## src/rtl/hack_seq_controller.sv

```systemverilog
`timescale 1ns/1ps
`default_nettype none
// ============================================================================
// Module      : hack_seq_controller
// Description : Multi-cycle Hack CPU control path: fetch into IR, optional
//               M read, one execute cycle, optional M write.
// Revision    : 1.0 - initial release
// ============================================================================
module hack_seq_controller #(
    parameter int WIDTH      = 16,
    parameter int RD_TIMEOUT = 0
) (
    input  logic             clk_i,
    input  logic             rst_ni,
    input  logic [WIDTH-1:0] instruction_i,
    input  logic             instr_valid_i,
    output logic             instr_ready_o,
    input  logic             zn_i,
    input  logic             zr_i,
    output logic             mem_req_o,
    output logic             mem_we_o,
    input  logic             mem_ack_i,
    output logic             enA_o,
    output logic             enD_o,
    output logic             selA_o,
    output logic             selALU_o,
    output logic             za_o,
    output logic             na_o,
    output logic             zb_o,
    output logic             nb_o,
    output logic             f_o,
    output logic             no_o,
    output logic             loadPC_o,
    output logic             incPC_o,
    output logic             busy_o,
    output logic             err_o
);

    localparam logic [1:0] c_ST_FETCH   = 2'd0;
    localparam logic [1:0] c_ST_RD_WAIT = 2'd1;
    localparam logic [1:0] c_ST_EXEC    = 2'd2;
    localparam logic [1:0] c_ST_WR_WAIT = 2'd3;

    logic [1:0]       r_state;
    logic [1:0]       w_next;
    logic [WIDTH-1:0] r_ir;
    logic             r_err;
    logic             w_timeout;
    logic             w_is_c;
    logic             w_jump;
    logic             w_unused_ir;

    assign w_is_c      = r_ir[WIDTH-1];
    assign w_jump      = w_is_c & ((zn_i & r_ir[2]) | (zr_i & r_ir[1]) |
                                   (r_ir[0] & ~zn_i & ~zr_i));
    assign w_unused_ir = &{1'b0, r_ir[WIDTH-2:13]};

    generate
        if (RD_TIMEOUT > 0) begin : g_timeout
            localparam int c_CNT_W = (RD_TIMEOUT > 1) ? $clog2(RD_TIMEOUT) : 1;
            localparam logic [c_CNT_W-1:0] c_TO_LAST = c_CNT_W'(RD_TIMEOUT - 1);
            logic [c_CNT_W-1:0] r_rd_cnt;

            // Counts completed read-wait cycles; restarts on every exit.
            always_ff @(posedge clk_i or negedge rst_ni) begin
                if (!rst_ni) begin
                    r_rd_cnt <= '0;
                end else if (r_state == c_ST_RD_WAIT && !mem_ack_i && !w_timeout) begin
                    r_rd_cnt <= r_rd_cnt + c_CNT_W'(1);
                end else begin
                    r_rd_cnt <= '0;
                end
            end

            assign w_timeout = (r_state == c_ST_RD_WAIT) && (r_rd_cnt == c_TO_LAST);
        end else begin : g_no_timeout
            assign w_timeout = 1'b0;
        end
    endgenerate

    always_ff @(posedge clk_i or negedge rst_ni) begin
        if (!rst_ni) begin
            r_state <= c_ST_FETCH;
            r_ir    <= '0;
            r_err   <= 1'b0;
        end else begin
            r_state <= w_next;
            if (r_state == c_ST_FETCH && instr_valid_i) begin
                r_ir <= instruction_i;
            end
            // A genuine ack in the final cycle is not an error.
            if (w_timeout && !mem_ack_i) begin
                r_err <= 1'b1;
            end
        end
    end

    always_comb begin
        w_next        = r_state;
        instr_ready_o = 1'b0;
        mem_req_o     = 1'b0;
        mem_we_o      = 1'b0;
        enA_o         = 1'b0;
        enD_o         = 1'b0;
        selA_o        = 1'b0;
        selALU_o      = 1'b0;
        {za_o, na_o, zb_o, nb_o, f_o, no_o} = 6'b0;
        loadPC_o      = 1'b0;
        incPC_o       = 1'b0;

        case (r_state)
            c_ST_FETCH: begin
                instr_ready_o = 1'b1;
                if (instr_valid_i) begin
                    w_next = (instruction_i[WIDTH-1] & instruction_i[12]) ?
                             c_ST_RD_WAIT : c_ST_EXEC;
                end
            end
            c_ST_RD_WAIT: begin
                mem_req_o = 1'b1;
                selALU_o  = 1'b1;
                if (mem_ack_i || w_timeout) begin
                    w_next = c_ST_EXEC;
                end
            end
            c_ST_EXEC: begin
                selA_o   = ~w_is_c;
                selALU_o = r_ir[12];
                {za_o, na_o, zb_o, nb_o, f_o, no_o} = r_ir[11:6];
                enA_o    = r_ir[5] | ~w_is_c;
                enD_o    = r_ir[4] & w_is_c;
                loadPC_o = w_jump;
                incPC_o  = ~w_jump;
                w_next   = (w_is_c & r_ir[3]) ? c_ST_WR_WAIT : c_ST_FETCH;
            end
            c_ST_WR_WAIT: begin
                // ALU operand select and function stay put so write data is stable.
                mem_req_o = 1'b1;
                mem_we_o  = 1'b1;
                selALU_o  = r_ir[12];
                {za_o, na_o, zb_o, nb_o, f_o, no_o} = r_ir[11:6];
                if (mem_ack_i) begin
                    w_next = c_ST_FETCH;
                end
            end
            default: begin
                w_next = c_ST_FETCH;
            end
        endcase
    end

    assign busy_o = (r_state != c_ST_FETCH);
    assign err_o  = r_err;

endmodule
`default_nettype wire
```

## config.mk

```make
export PLATFORM = sky130hd
export DESIGN_NAME = hack_seq_controller
export DESIGN_NICKNAME = d
export VERILOG_FILES = /design/src/rtl/hack_seq_controller.sv
export SDC_FILE = /design/constraint.sdc
export NUM_CORES = 1
export LEC_CHECK = 0
export ABC_AREA = 1
export CORE_MARGIN = 3
export CORE_UTILIZATION = 43
export DETAILED_ROUTE_END_ITERATION = 16
export PLACE_DENSITY = 0.85
export SYNTH_ARGS = -nofsm -noshare
export SYNTH_HDL_FRONTEND = slang
export SYNTH_SLANG_ARGS = --single-unit
```

## constraint.sdc

```tcl
create_clock -name clk_i -period 3.1 [get_ports clk_i]
set_input_delay 0.62 -clock clk_i [delete_from_list [all_inputs] [get_ports clk_i]]
set_output_delay 0.62 -clock clk_i [all_outputs]
set_load 0.02 [all_outputs]
```

==> summary.txt <==
Outcome
  • Outcome: finished clean

Finish
  • Fillcell total: 164
  • Final nets: 173
  • Reg area: 400 µm²
  • Finished Layout Cells: 174
  • Final Util: 67.3%
  • Area grow syn2layout: 42.5%
  • Share of cells above drive strength 1: 4.70%
  • Antenna diodes: 0
  • Cell area after layout: 0.00121 mm²
  • Footprint of the multi-input gates: 352 µm²

Clock tree
  • CTS clk-pin slew, worst paths: 0.09 ns
  • Hold-fix buffers, CTS: 0
  • Skew-Pair Late Insertion Delay: 0.28 ns
  • Post-CTS resize count: 0
  • H-Tree Depth: 1
  • CTS tree: built
  • Post-CTS Setup Repair Bufs: 0
  • TritonCTS Buffers: 3
  • Clk buf depth: 2
  • Clock Sinks: 16
  • CTS root buf: clkbuf_4

Critical path
  • Startpoint types: input port
  • Buffers plus inverters on the worst setup path: 2
  • Endpoint type of the worst setup path: output port
  • WS Path Type: in -> out
  • Worst Path Required: 2.48 ns
  • CP max FO: 2
  • Delay-heaviest family, CP: buffers and inverters
  • CP Cell Sequence: clkdlybuf4s50_1, nor2_1, nand2_1, nand4_1, o21ai_1, clkdlybuf4s50_1
  • CP max-delay cell: clkdlybuf4s50_1
  • Max incr delay on CP: 0.63 ns
  • CP Data Arrival Time: 2.02 ns
  • CP most frequent cell: clkdlybuf4s50_1

STA
  • Rel. slew slack: 51.4%
  • Tightest hold margin: 0.477 ns
  • Final worst slack: 0.464 ns
  • TNS Setup: 0 ns
  • Skew final: 0.00348 ns
  • Tcrit/Tclk final: 85.0%
  • Hold Vio Cnt, Final: 0
  • Final min period: 2.64 ns
  • Worst Tran Pin Value: 0.727 ns
  • Max Freq: 379 MHz
  • RSZ-0062 raised after global routing: no
  • Final Setup Violations: 0
  • Number of max-slew violations in the final report: 0

Power
  • Pwr dens: 956 mW/mm²
  • Maximum VDD drop: 0.454 mV
  • Pwr Total: 1.16 mW
  • Lkg Pwr: 0.641 nW

Logic synthesis
  • Syn avg cell area: 7.27 µm²
  • Mapped cell area: 851 µm²
  • Count of cell types in the netlist: 17
  • Sequential area share after synthesis: 47.1%
  • Mapped Nets: 139
  • Ys Warns: 0
  • Synth Register Bits: 16
  • Synth Instances: 117

Place
  • Dpl hpwl: 1440 µm
  • I/O Buffers: 35
  • Setup WS pre-CTS: 0.468 ns
  • Placed Area: 0.00119 mm²
  • GP Congestion: 0.761
  • Dpl cells: 171

Floorplanning
  • Ports: 39
  • Core box area: 0.00180 mm²
  • Die H: 50.5 µm
  • Die area: 0.00255 mm²
  • Starting density of the core: 47.2%
  • Core Rows: 15
  • Die Wd: 50.5 µm

Detailed routing
  • DRT iter0 DRCs: 23
  • Antenna-violating nets left: 0
  • Via count: 852
  • WL met2: 959 µm
  • Max Used Layer: met4
  • Metal-1 WL: 811 µm
  • Wire length per cell: 11.1 µm
  • DR vias/cell: 4.90
  • Post-Route WL: 1940 µm
  • Drt drc: 0
  • DR WL met3: 137 µm
  • First-pass iteration count of the detailed router: 4

GRT
  • Overall routing resource usage: 16.7%
  • Vias in the first global route: 803
  • First-pass GRT wire length: 3280 µm
  • Initial antenna violation count: 0
  • GRT overflow: 0
  • Largest net degree at the start of global routing: 19

Flow run
  • Max-Cap Viols: 0

Worst hold path
  • HP Class: reg -> reg
cell families after synthesis:
kind of cell	share of synthesized area, %
buffers and inverters	11.6
and+or+nand+nor	37.2
DFF	47.1
other	0.441
AOI/OAI and AO/OA	3.68
path summary, 6_finish.rpt:
check                                        from                endpoint  slack, ns  depth (start not counted)
setup / recovery                             zr_i                 incPC_o       0.46                          6
hold / removal                r_ir[6]$_DFFE_PN0P_     r_ir[6]$_DFFE_PN0P_       0.48                          2
setup reg to reg           r_state[1]$_DFFE_PN0P_     r_ir[5]$_DFFE_PN0P_       1.68                          4
hold reg to reg               r_ir[6]$_DFFE_PN0P_     r_ir[6]$_DFFE_PN0P_       0.48                          2
max in group asynchronous                  rst_ni  r_state[1]$_DFFE_PN0P_       1.88                          1
min in group asynchronous                  rst_ni     r_ir[3]$_DFFE_PN0P_       0.76                          1
cells in the final DEF, fill, tap and decap left out:
cell type,Yosys,routed
a21oi_1,3,3
a31oi_1,1,1
clkbuf_4,0,3
clkdlybuf4s50_1,0,35
conb_1,1,1
dfrtp_1,16,16
inv_1,14,14
inv_2,1,1
nand2_1,50,50
nand2_4,1,1
nand3_1,14,14
nand4_1,1,1
nor2_1,5,5
nor2_4,2,2
o21ai_1,2,2
report_power, final:
part / leakage [nW] / total, mW / internal, mW / switching (mW)
registers: 0.198 / 0.401 / 0.308 / 0.0929
logic: 0.430 / 0.650 / 0.279 / 0.371
clock network: 0.0138 / 0.108 / 0.0451 / 0.0627
total: 0.641 / 1.16 / 0.632 / 0.527
synth_stat cells:
library cell | count | area [µm²]
nand4_1 | 1 | 6.26
dfrtp_1 | 16 | 400
nor2_4 | 2 | 22.5
inv_2 | 1 | 3.75
conb_1 | 1 | 3.75
nand3_1 | 14 | 70.1
nand2_1 | 50 | 188
nand2_4 | 1 | 11.3
buf_4 | 3 | 22.5
inv_1 | 14 | 52.6
buf_6 | 1 | 11.3
nor2_1 | 5 | 18.8
buf_2 | 1 | 5.00
o21ai_1 | 2 | 10.0
a31oi_1 | 1 | 6.26
clkbuf_1 | 1 | 3.75
a21oi_1 | 3 | 15.0
flip-flops by register name, indices dropped and copies added, names as in the netlist:
signal	cells
r_state	2
r_ir	14
layout make-up:
type | count | share of cell area, %
timing repair buffer | 35 | 28.9
clock buffer | 3 | 1.86
tap | 25 | 2.58
sequential | 16 | 33.0
multi-input combinational | 80 | 29.0
inverter | 15 | 4.64
worst reg2reg max path, delay by kind of cell, from the launching register on:
family | cells | cell delay [ns]
AO/OA/AOI/OAI | 1 | 0.05
flip-flops | 1 | 0.54
AND/OR/NAND/NOR | 3 | 0.73
routing by layer:
| metal | track usage (%) | vias up |
|---|---|---|
| met4 | 5.38 | 0 |
| met5 | 0 | - |
| met1 | 18.3 | 388 |
| met3 | 4.45 | 5 |
| met2 | 30.9 | 38 |
| li1 | - | 421 |
Note: power is estimated with default switching activity, not from simulation.
